### config.mk
export PLATFORM = sky130hd
export DESIGN_NAME = pipeline_hazard_ctrl
export DESIGN_NICKNAME = d
export VERILOG_FILES = /design/src/rtl/pipeline_hazard_ctrl.sv
export SDC_FILE = /design/constraint.sdc
export NUM_CORES = 1
export LEC_CHECK = 0
export BUFFER_PORTS_ARGS = -buffer_cell sky130_fd_sc_hd__buf_2
export CAP_MARGIN = 30
export CORE_ASPECT_RATIO = 1.4
export CORE_MARGIN = 5
export CORE_UTILIZATION = 30
export CTS_CLUSTER_SIZE = 28
export DETAILED_ROUTE_END_ITERATION = 10
export SLEW_MARGIN = 10
export SYNTH_ARGS = -nofsm -noshare
export SYNTH_HDL_FRONTEND = slang
export SYNTH_SLANG_ARGS = --single-unit
### constraint.sdc
create_clock -name clk_i -period 1.8 [get_ports clk_i]
set_input_delay 0.27 -clock clk_i [delete_from_list [all_inputs] [get_ports clk_i]]
set_output_delay 0.27 -clock clk_i [all_outputs]
set_load 0.005 [all_outputs]
### src/rtl/pipeline_hazard_ctrl.sv
// Hazard controller: load-use stall, branch flush, memory-wait hold with timeout; outputs combinational, state registered.
// Optional HAZARD_PERF_CNT_EN adds saturating stall/flush cycle counters.
module pipeline_hazard_ctrl #(
  parameter int unsigned MEM_TIMEOUT = 255
) (
  input  logic       clk_i,
  input  logic       rst_i,
  input  logic [4:0] IF_ID_RS1addr_i,
  input  logic [4:0] IF_ID_RS2addr_i,
  input  logic       ID_EX_MemRead_i,
  input  logic [4:0] ID_EX_RDaddr_i,
  input  logic       branch_taken_i,
  input  logic       mem_req_i,
  input  logic       mem_ready_i,
  output logic       PCWrite_o,
  output logic       IF_ID_write_o,
  output logic       IF_ID_flush_o,
  output logic       ID_EX_bubble_o,
  output logic       pipe_hold_o,
  output logic       mem_err_o,
  output logic [1:0] state_o
`ifdef HAZARD_PERF_CNT_EN
  ,
  output logic [15:0] stall_cnt_o,
  output logic [15:0] flush_cnt_o
`endif
);

  typedef enum logic [1:0] {
    ST_RUN      = 2'b00,
    ST_MEM_WAIT = 2'b01,
    ST_ERROR    = 2'b10
  } state_e;

  localparam logic [7:0] WAIT_LAST = 8'(MEM_TIMEOUT - 1);

  state_e     state_q, state_d;
  logic [7:0] wait_cnt_q, wait_cnt_d;
  logic       mem_err_q;
  logic       load_use;
  logic       mem_wait;

  assign load_use = ID_EX_MemRead_i && (ID_EX_RDaddr_i != 5'd0) &&
                    ((ID_EX_RDaddr_i == IF_ID_RS1addr_i) || (ID_EX_RDaddr_i == IF_ID_RS2addr_i));
  assign mem_wait = mem_req_i && !mem_ready_i;

  always_ff @(posedge clk_i) begin
    if (rst_i) begin
      state_q    <= ST_RUN;
      wait_cnt_q <= 8'd0;
      mem_err_q  <= 1'b0;
    end else begin
      state_q    <= state_d;
      wait_cnt_q <= wait_cnt_d;
      if (state_d == ST_ERROR) mem_err_q <= 1'b1;
    end
  end

  always_comb begin
    state_d        = state_q;
    wait_cnt_d     = wait_cnt_q;
    PCWrite_o      = 1'b1;
    IF_ID_write_o  = 1'b1;
    IF_ID_flush_o  = 1'b0;
    ID_EX_bubble_o = 1'b0;
    pipe_hold_o    = 1'b0;
    case (state_q)
      ST_RUN: begin
        wait_cnt_d = 8'd0;
        if (mem_wait) begin
          PCWrite_o     = 1'b0;
          IF_ID_write_o = 1'b0;
          pipe_hold_o   = 1'b1;
          state_d       = ST_MEM_WAIT;
        end else if (load_use) begin
          // Stall beats flush: the branch is re-resolved once the load lands.
          PCWrite_o      = 1'b0;
          IF_ID_write_o  = 1'b0;
          ID_EX_bubble_o = 1'b1;
        end else if (branch_taken_i) begin
          IF_ID_flush_o = 1'b1;
        end
      end
      ST_MEM_WAIT: begin
        if (mem_ready_i) begin
          state_d    = ST_RUN;
          wait_cnt_d = 8'd0;
        end else begin
          PCWrite_o     = 1'b0;
          IF_ID_write_o = 1'b0;
          pipe_hold_o   = 1'b1;
          if (wait_cnt_q == WAIT_LAST) state_d = ST_ERROR;
          else wait_cnt_d = wait_cnt_q + 8'd1;
        end
      end
      ST_ERROR: begin
        PCWrite_o     = 1'b0;
        IF_ID_write_o = 1'b0;
        pipe_hold_o   = 1'b1;
      end
      default: state_d = ST_RUN;
    endcase
    if (rst_i) begin
      PCWrite_o      = 1'b0;
      IF_ID_write_o  = 1'b0;
      IF_ID_flush_o  = 1'b1;
      ID_EX_bubble_o = 1'b1;
      pipe_hold_o    = 1'b0;
    end
  end

  assign mem_err_o = mem_err_q;
  assign state_o   = state_q;

`ifdef HAZARD_PERF_CNT_EN
  logic [15:0] stall_cnt_q, flush_cnt_q;

  always_ff @(posedge clk_i) begin
    if (rst_i) begin
      stall_cnt_q <= 16'd0;
      flush_cnt_q <= 16'd0;
    end else begin
      if (!PCWrite_o && (stall_cnt_q != 16'hFFFF)) stall_cnt_q <= stall_cnt_q + 16'd1;
      if (IF_ID_flush_o && (flush_cnt_q != 16'hFFFF)) flush_cnt_q <= flush_cnt_q + 16'd1;
    end
  end

  assign stall_cnt_o = stall_cnt_q;
  assign flush_cnt_o = flush_cnt_q;
`endif

endmodule

==> results by group, run 1 <==
Placement
  – Placed Instance Area: 948.4 µm²
  – HPWL Detailed: roughly 1.5 mm
  – Worst slack, placed: -0.03239 ns
  – IO buf count: 28
  – Final GP Congestion: ~0.77

Routing
  – Vias per Instance: roughly 4.9
  – DR WL/cell: roughly 12 µm
  – Detail Route Antenna Nets: 0
  – Drt pass-1 iters: 4
  – Via count: slightly below 800
  – Iter 0 DRT Violations: 20
  – Final wirelength: approximately 1.9 mm
  – Detailed-route DRC error count: 0

Timing
  – Final setup vio count: 0
  – Max-slew violations: 0
  – Fin crit period: 1.747 ns
  – Fin Setup TNS: 0 ns
  – Endpoints failing hold: 0
  – Setup ws final: approximately 0.053 ns
  – Clk_skew: between 0.003 and 0.004 ns
  – Hold WS: about 0.30 ns
  – Final worst path period share: a little over nine tenths
  – Worst-Margin Slew: approximately 0.44 ns
  – Relative slew slack: a little over two thirds
  – RSZ-0062 raised after global routing: false
  – Achievable frequency: about 570 MHz

Yosys
  – Mux cell area share after synthesis: under 10%
  – Post-synthesis adder-cell area fraction: ~3.3%
  – Post-synth top cells: dfxtp_1, xnor2_1, a21oi_1, inv_1, nand2_1
  – Mapped cell area: 762.0 µm²
  – Synthesized netlist cell count: between 90 and 100
  – Unique masters post-synth: 35
  – Syn. warnings: 0
  – Most numerous cell in the Yosys netlist: dfxtp_1
  – Synth Register Bits: 11
  – EDFF count, synth: 0
  – Simple-gate area share of the yosys netlist: a little over a fifth
  – Post-synth top area share: between 20 and 30%
  – Mapped Avg Cell Area: between 8 and 9 µm²
  – Ys flop type: dfxtp_1
  – Synth area leader: dfxtp_1
  – Main combinational cell family by area after synthesis: compound AO/OA/AOI/OAI gates
  – Post-synthesis compound-gate area fraction: between 20% and 30%
  – Synth top area cells: dfxtp_1, xnor2_1, a21oi_1
  – Ys async rst share: 0%
  – Seq/Total Area, Yosys: around 29%
  – XOR/XNOR Fraction of Synth Area: about 13%
  – Syn nets: between 100 and 150

GRT
  – Vias in the first global route: between 700 and 800
  – Largest net degree at the start of global routing: 11
  – Initial antenna violation count: 0
  – First-pass GRT wire length: 3.063 mm
  – GR Overflow Total: 0
  – Total track usage: 10.97%

Worst setup path
  – CP startpoint kind: input port
  – Crit-path max FO: 3
  – WP depth: 6
  – Arrival time at the worst endpoint: between 1 and 1.5 ns
  – Worst-case reg-to-reg path depth: 7
  – Most Frequent Cell on Critical Path: buf_2
  – Crit-path slowest cell: or4_4
  – Count of buffer and inverter cells on the critical path: 3
  – CP Cell Sequence: buf_2 -> or4_4 -> o21ai_2 -> inv_2 -> a31o_2 -> buf_2
  – Critical Path End Type: primary output
  – Req. time, crit path: 1.53 ns
  – CP top delay family: simple AND/OR/NAND/NOR gates
  – WS Path Type: input port to primary output
  – Worst R2R Setup Slack: roughly 0.10 ns
  – Worst path max stage delay: 0.51 ns

Power
  – Peak supply drop: approximately 0.23 mV
  – Leakage: ~0.4 nW
  – Power density over the cells: between 500 and 600 nW/µm²

Clocking
  – TritonCTS clock tree: done
  – CTS sink cnt: 11
  – CTS hold repair buffers: 0
  – CTS root buf: clkbuf_4
  – Max clock buf depth: 2
  – CTS Buf Count: 3
  – Htree depth: 1
  – CTS clk-pin slew, worst paths: about 0.070 ns
  – Clock latency on the worst-skew pair: around 0.27 ns

Run status
  – Status: finished, final reports clean

Die
  – Die height: a little under 70 µm
  – Core ar.: between 2000 and 2500 µm²
  – I/O pin count: 29
  – Initial core utilization: 31.52%
  – Die Width: between 50 and 60 µm
  – Die ar.: 3662 µm²
  – # rows: 21

Final layout
  – Fin nets: ~150
  – Diode count: 0
  – Share of layout cells above drive strength 1: between 30% and 40%
  – Area Overhead vs Synth: 31.20%
  – Filler instances: 272
  – Design area: 999.7 µm²
  – Sequential cell area: 224.0 µm²
  – Area of the multi-input gates: slightly above 500 µm²

Worst hold path
  – WHS Path Cells: 2
  – Hold Crit Class: input port to flip-flop

Job
  – Max-Cap Viols: 0
per-stage QoR:
stage                     instances  total power, mW  utilization, %
after global routing            159           0.5561           41.36
after floorplan                  92           0.3078               -
after detailed placement        154           0.3529           39.23
after CTS                       158           0.5228           40.32
after global placement          154           0.3502           39.23
final                           159           0.5197           41.36
area by class of cell:
cell class,instances,area share [%]
clock buffer,4,2.628
inverter,7,2.628
multi-input combinational,72,51.81
sequential,11,22.40
tap,34,4.255
timing repair buffer,31,16.27
final timing paths:
path / to / from
worst max register to register: wait_cnt_q[5] / wait_cnt_q[0]
worst min-delay path: state_o[0] / rst_i
worst min register to register: wait_cnt_q[7] / wait_cnt_q[7]
worst max-delay path: ID_EX_bubble_o / ID_EX_RDaddr_i[1]
cells by family after synthesis:
| kind of cell | after synthesis |
|---|---|
| xor+xnor | 11 |
| fa+ha+maj | 2 |
| simple gates | 29 |
| buf+inv | 9 |
| compound gates | 28 |
| mux | 2 |
| flops | 11 |
placed cells by master, fill, tap and decap left out, types with 2 or more instances in the layout:
cell | synthesis | final
buf_4 | 1 | 3
dfxtp_2 | 0 | 3
nand4_1 | 2 | 2
mux2i_1 | 2 | 2
inv_2 | 0 | 2
ha_1 | 2 | 2
dfxtp_1 | 11 | 8
or3_1 | 2 | 2
nand3_1 | 4 | 4
a31oi_1 | 5 | 4
o21ai_0 | 5 | 4
nor2_1 | 5 | 5
clkbuf_4 | 0 | 3
nand2_1 | 6 | 6
a21oi_1 | 7 | 7
nor3_1 | 2 | 2
nor2b_1 | 2 | 2
buf_2 | 0 | 28
xnor2_1 | 10 | 10
inv_1 | 7 | 5
where the power goes:
group	internal [mW]	switching [mW]
Clock	0.0859	0.0838
Combinational	0.0539	0.0480
Sequential	0.245	0.00278
sequential cells by signal, indices dropped and copies added (netlist names):
signal and flops:
state_o 2, wait_cnt_q 8, mem_err_o 1
timing repair:
| item | 4_1_cts | 5_1_grt |
|---|---|---|
| setup buffers | 0 | 1 |
| pin swaps | 0 | 4 |
| resized for setup | 1 | 8 |
| endpoints found under the setup margin | 3 | 8 |
| gates cloned | 0 | 0 |
layer usage:
metal	track usage, %	wire [µm]
met4	5.966	48
met5	0	0
met3	3.656	147
met2	18.65	968
met1	11.31	715
Note: power is estimated with default switching activity, not from simulation.
==> inputs of run 2 (changes only) <==
CORE_ASPECT_RATIO = not set   (was 1.4)
CORE_UTILIZATION = 47   (was 30)
PLACE_DENSITY = 0.77   (was not set)
==> results by group, run 2 (synthesis results as in run 1) <==
Clocking
  – CTS Buf Count: 3 (unchanged)
  – Post-CTS sizing: 0 (-1)
  – TritonCTS clock tree: done
  – Max clock buf depth: 2 (unchanged)
  – Htree depth: 1 (unchanged)
  – CTS hold repair buffers: 0 (unchanged)
  – Setup bufs post-CTS: 0 (unchanged)
  – CTS sink cnt: 11 (unchanged)
  – CTS root buf: clkbuf_4
  – Clock latency on the worst-skew pair: 0.27 ns (about the same)
  – CTS clk-pin slew, worst paths: 0.07 ns (about the same)

Power
  – Clock share of power: 33.0% (+0.3 points)
  – Power density over the cells: 539.9 nW/µm² (+3.9%)
  – Leakage: 0.4063 nW (-0.67%)
  – Power share of the sequential group: 47.6% (about the same)
  – P_sw: 0.1380 mW (+2.6%)
  – Combinational Power Share: 19.4% (-0.2 points)
  – Peak supply drop: 0.3930 mV (+74%)
  – P_int: 0.3842 mW (-0.23%)
  – Switching Share: 26.43% (+0.53 points)

Final layout
  – Share of layout cells above drive strength 1: 35.20% (-3.2 points)
  – Fin nets: 149 (unchanged)
  – Area Overhead vs Synth: 26.93%
  – Largest Register: wait_cnt_q
  – Diode count: 0 (unchanged)
  – Area of the multi-input gates: 510.5 µm² (-1.4%)
  – Final non-filler cell total: 141 (-11%)
  – Filler instances: 144 (-47%)
  – Max FFs per register: 8 (unchanged)
  – Most frequent cells in the layout: buf_2, xnor2_1, dfxtp_1, a21oi_1, nand2_1
  – Commonest non-fill, non-tap cell in the layout: buf_2
  – Sequential cell area: 221.5 µm² (-1.1%)

Routing
  – Detailed-route DRC error count: 0 (unchanged)
  – Iter 0 DRT Violations: 15 (-25%)
  – Met1 wire length: 774 µm (+8.3%)
  – DR WL/cell: 13.49 µm (+14%)
  – DR WL met2: 964 µm (-0.41%)
  – Vias per Instance: 5.794 (+17%)
  – Met3 WL: 138 µm (-6.1%)
  – Via count: 817 (+3.9%)
  – Final wirelength: 1.902 mm (+1.1%)
  – Detail Route Antenna Nets: 0 (unchanged)
  – Drt pass-1 iters: 4 (unchanged)
  – Highest Signal Layer: met4

Die
  – Die Width: 50.27 µm (-4.4%)
  – Initial core utilization: 50.00% (+18 points)
  – Die height: 50.27 µm (-28%)
  – # rows: 14 (-33%)
  – Core ar.: 1524 µm² (-37%)
  – Die ar.: 2527 µm² (-31%)
  – I/O pin count: 29 (unchanged)

Placement
  – Placed cell count: 137 (-11%)
  – Worst slack, placed: 0.05288 ns (+0.08527 ns)
  – IO buf count: 28 (unchanged)
  – HPWL Detailed: 1.561 mm (+4.0%)
  – Final GP Congestion: 0.7866 (+1.6%)

Timing
  – Setup ws final: 0.07606 ns (+0.02265 ns)
  – Fin crit period: 1.724 ns (-0.02265 ns)
  – Max-slew violations: 0 (unchanged)
  – Final worst path period share: 95.77% (-1.3 points)
  – Fin Setup TNS: 0 ns (unchanged)
  – Clk_skew: 0.0006118 ns (-0.002631 ns)
  – Achievable frequency: 580.1 MHz (+1.3%)
  – RSZ-0062 raised after global routing: false
  – Endpoints failing hold: 0 (unchanged)
  – Final setup vio count: 0 (unchanged)
  – Relative slew slack: 70.58% (+0.21 points)
  – Worst-Margin Slew: 0.4406 ns (-0.003119 ns)

GRT
  – GR Overflow Total: 0 (unchanged)
  – Total track usage: 16.34% (+5.4 points)
  – Vias in the first global route: 783 (+6.2%)
  – Initial antenna violation count: 0 (unchanged)
  – Largest net degree at the start of global routing: 11 (unchanged)
  – First-pass GRT wire length: 3.263 mm (+6.5%)

Worst setup path
  – WS Path Type: input port to primary output
  – Worst-case reg-to-reg path depth: 6 (-1)
  – Arrival time at the worst endpoint: 1.45 ns (-0.03 ns)
  – Crit-path max FO: 3 (unchanged)
  – Most Frequent Cell on Critical Path: buf_2
  – CP top delay family: simple AND/OR/NAND/NOR gates
  – Worst R2R Setup Slack: 0.16 ns (+0.06 ns)
  – Worst path max stage delay: 0.50 ns (about the same)
  – CP startpoint kind: input port
  – Count of buffer and inverter cells on the critical path: 3 (unchanged)
  – Crit-path slowest cell: or4_1
  – Req. time, crit path: 1.53 ns (about the same)
  – WP depth: 6 (unchanged)
  – Critical Path End Type: primary output
  – CP Cell Sequence: buf_2 -> or4_1 -> o21ai_1 -> inv_1 -> a31o_2 -> buf_2

Worst hold path
  – WHS Path Cells: 2 (unchanged)
  – Hold Crit Class: input port to flip-flop

Run status
  – Status: finished, final reports clean

Job
  – Max-Cap Viols: 0 (unchanged)
[run 2: cell counts in the layout (fill, tap and decap cells not counted)]
No cell type changed its count.
[run 2: final timing paths]
kind	from	to
min	rst_i	state_o[0]
min reg2reg	mem_err_o	mem_err_o
max	ID_EX_RDaddr_i[2]	ID_EX_bubble_o
max reg2reg	wait_cnt_q[0]	wait_cnt_q[4]
[run 2: layout make-up]
cell class | count | share of cell area, %
multi-input combinational | 72 | 52.78
sequential | 11 | 22.90
tap | 16 | 2.070
inverter | 7 | 2.717
timing repair buffer | 31 | 16.82
clock buffer | 4 | 2.717
[run 2: per-layer routing]
metal  up-vias  track usage, %
met3         4           5.917
met1       380           17.89
met4         0           7.424
met5         -               0
li1        403               -
met2        30           27.82
[run 2: worst register-to-register path, stage by stage (launching register included)]
cell      delay [ns]
dfxtp_1         0.31
inv_1           0.09
ha_1            0.15
nand4_1         0.23
o311ai_2        0.47
nor3_1          0.08
o21ba_2         0.20
[run 2: power groups by stage]
stage	Sequential (mW)	Clock, mW	Combinational, mW
6_report	0.248	0.172	0.101
5_1_grt	0.249	0.189	0.113
3_3_place_gp	0.253	0	0.0964
2_1_floorplan	0.253	0	0.0544
4_1_cts	0.248	0.177	0.101
3_5_place_dp	0.253	0	0.100
[run 2: metrics by stage]
stage                     area (µm²)  hold WS (ns)  power (mW)  utilization, %
after global routing           967.2        0.3069      0.5500           63.46
after floorplan                762.0        0.4383      0.3078               -
after CTS                      959.7        0.2934      0.5255           62.97
final                          967.2        0.3035      0.5222           63.46
after global placement         933.4        0.4606      0.3499           61.25
after detailed placement       933.4        0.4607      0.3536           61.25
==> inputs of run 3 (changes only) <==
CTS_CLUSTER_DIAMETER = 50   (was not set)
SETUP_SLACK_MARGIN = 0.15   (was not set)
==> results by group, run 3 (synthesis results as in run 1) <==
Run status
  – Status: finished, final reports clean

Worst setup path
  – Critical Path End Type: primary output
  – CP startpoint kind: input port
  – Crit-path slowest cell: or4_4
  – Req. time, crit path: 1.53 ns (about the same)
  – Crit-path max FO: 3 (unchanged)
  – WS Path Type: input port to primary output
  – Worst path max stage delay: 0.53 ns (+0.03 ns)
  – Arrival time at the worst endpoint: 1.39 ns (-0.06 ns)
  – CP Cell Sequence: buf_8 -> or4_4 -> o21ai_2 -> inv_2 -> a31o_2 -> buf_2

GRT
  – Initial antenna violation count: 0 (unchanged)
  – Total track usage: 16.95% (+0.61 points)
  – First-pass GRT wire length: 3.374 mm (+3.4%)
  – Vias in the first global route: 815 (+4.1%)
  – Largest net degree at the start of global routing: 11 (unchanged)
  – GR Overflow Total: 0 (unchanged)

Timing
  – Final worst path period share: 92.17% (-3.6 points)
  – Relative slew slack: 77.05% (+6.5 points)
  – Worst-Margin Slew: 0.3422 ns (-0.09842 ns)
  – Achievable frequency: 602.7 MHz (+3.9%)
  – Final setup vio count: 0 (unchanged)
  – Endpoints failing hold: 0 (unchanged)
  – Fin Setup TNS: 0 ns (unchanged)
  – Max-slew violations: 0 (unchanged)
  – Setup ws final: 0.1409 ns (+0.06480 ns)
  – Fin crit period: 1.659 ns (-0.06480 ns)
  – RSZ-0062 raised after global routing: true
  – Clk_skew: 0.004134 ns (+0.003522 ns)

Placement
  – Placed Instance Area: 933.4 µm² (unchanged)
  – Final GP Congestion: 0.7866 (unchanged)
  – HPWL Detailed: 1.561 mm (unchanged)
  – Worst slack, placed: 0.05288 ns (unchanged)
  – IO buf count: 28 (unchanged)

Power
  – Peak supply drop: 0.3889 mV (-1.1%)
  – Power density over the cells: 504.7 nW/µm² (-6.5%)
  – Leakage: 0.4376 nW (+7.7%)

Routing
  – Drt pass-1 iters: 4 (unchanged)
  – Detail Route Antenna Nets: 0 (unchanged)
  – DR WL/cell: 14.58 µm (+8.1%)
  – Via count: 867 (+6.1%)
  – Iter 0 DRT Violations: 25 (+10)
  – Detailed-route DRC error count: 0 (unchanged)
  – Vias per Instance: 5.938 (+2.5%)
  – Final wirelength: 2.128 mm (+12%)

Worst hold path
  – Hold Crit Class: input port to flip-flop

Job
  – Max-Cap Viols: 0 (unchanged)

Clocking
  – CTS sink cnt: 11 (unchanged)
  – CTS clk-pin slew, worst paths: 0.07 ns (about the same)
  – CTS root buf: clkbuf_4
  – Clock latency on the worst-skew pair: 0.27 ns (about the same)
  – Max clock buf depth: 2 (unchanged)
  – CTS hold repair buffers: 0 (unchanged)
  – Htree depth: 1 (unchanged)
  – TritonCTS clock tree: done
  – CTS Buf Count: 3 (unchanged)

Final layout
  – Filler instances: 130 (-9.7%)
  – Commonest non-fill, non-tap cell in the layout: buf_2
  – Max FFs per register: 8 (unchanged)
  – Design area: 1066 µm² (+10%)
  – Most frequent cells in the layout: buf_2, xnor2_1, dfxtp_1, a21oi_1
  – Largest Register: wait_cnt_q
  – Share of layout cells above drive strength 1: 43.85% (+8.6 points)
  – Area Overhead vs Synth: 39.90%
  – Fin nets: 154 (+3.4%)
  – Diode count: 0 (unchanged)

Die
  – # rows: 14 (unchanged)
  – Die Width: 50.27 µm (unchanged)
  – I/O pin count: 29 (unchanged)
  – Initial core utilization: 50.00% (unchanged)
  – Die ar.: 2527 µm² (unchanged)
  – Core ar.: 1524 µm² (unchanged)
  – Die height: 50.27 µm (unchanged)
## run 3: per-layer routing
| metal | track usage (%) | vias up | wire length, µm |
|---|---|---|---|
| li1 | - | 421 | - |
| met1 | 17.89 | 408 | 850 |
| met2 | 29.29 | 32 | 1084 |
| met3 | 5.917 | 6 | 149 |
| met4 | 8.734 | 0 | 43 |
| met5 | 0 | - | 0 |
## run 3: critical path: cells and delay by family
| family | cells | cell delay, ns |
|---|---|---|
| buffers and inverters | 3 | 0.27 |
| AO/OA/AOI/OAI | 2 | 0.32 |
| AND/OR/NAND/NOR | 1 | 0.53 |
## run 3: final timing paths
path              slack (ns)  cells after the start              to              start
setup / recovery        0.14                      6  ID_EX_bubble_o  ID_EX_RDaddr_i[2]
hold / removal          0.30                      2   wait_cnt_q[5]              rst_i
setup reg to reg        0.20                      7   wait_cnt_q[5]      wait_cnt_q[0]
hold reg to reg         0.48                      2       mem_err_o          mem_err_o
## run 3: timing repair
item | 4_1_cts | 5_1_grt
gates resized for setup | 8 | 13
pin swaps | 4 | 4
buffers inserted | 1 | 3
cloned | 0 | 1
setup endpoints to repair | 4 | 10
## run 3: metrics by stage
step                      util, %  total power [mW]  std cells  hold WS (ns)
after detailed placement    61.25            0.3536        137        0.4607
after global placement      61.25            0.3499        137        0.4606
after global routing        69.95            0.5651        146        0.3042
after CTS                   64.29            0.5301        142        0.2870
final                       69.95            0.5380        146        0.2997
after floorplan                 -            0.3078         92        0.4383
## run 3: power breakdown
part	leakage (nW)	switching [mW]	total, mW	internal (mW)
Clock	0.0150	0.0871	0.173	0.0859
Combinational	0.332	0.0542	0.117	0.0624
Sequential	0.0905	0.00395	0.248	0.244
Total	0.438	0.145	0.538	0.393
## run 3: cell type report
class | instances | area (µm²) | share of cell area, %
multi-input combinational | 73 | 555.5 | 52.11
sequential | 11 | 226.5 | 21.24
timing repair buffer | 35 | 206.4 | 19.37
inverter | 7 | 31.28 | 2.934
clock buffer | 4 | 26.28 | 2.465
tap | 16 | 20.02 | 1.878
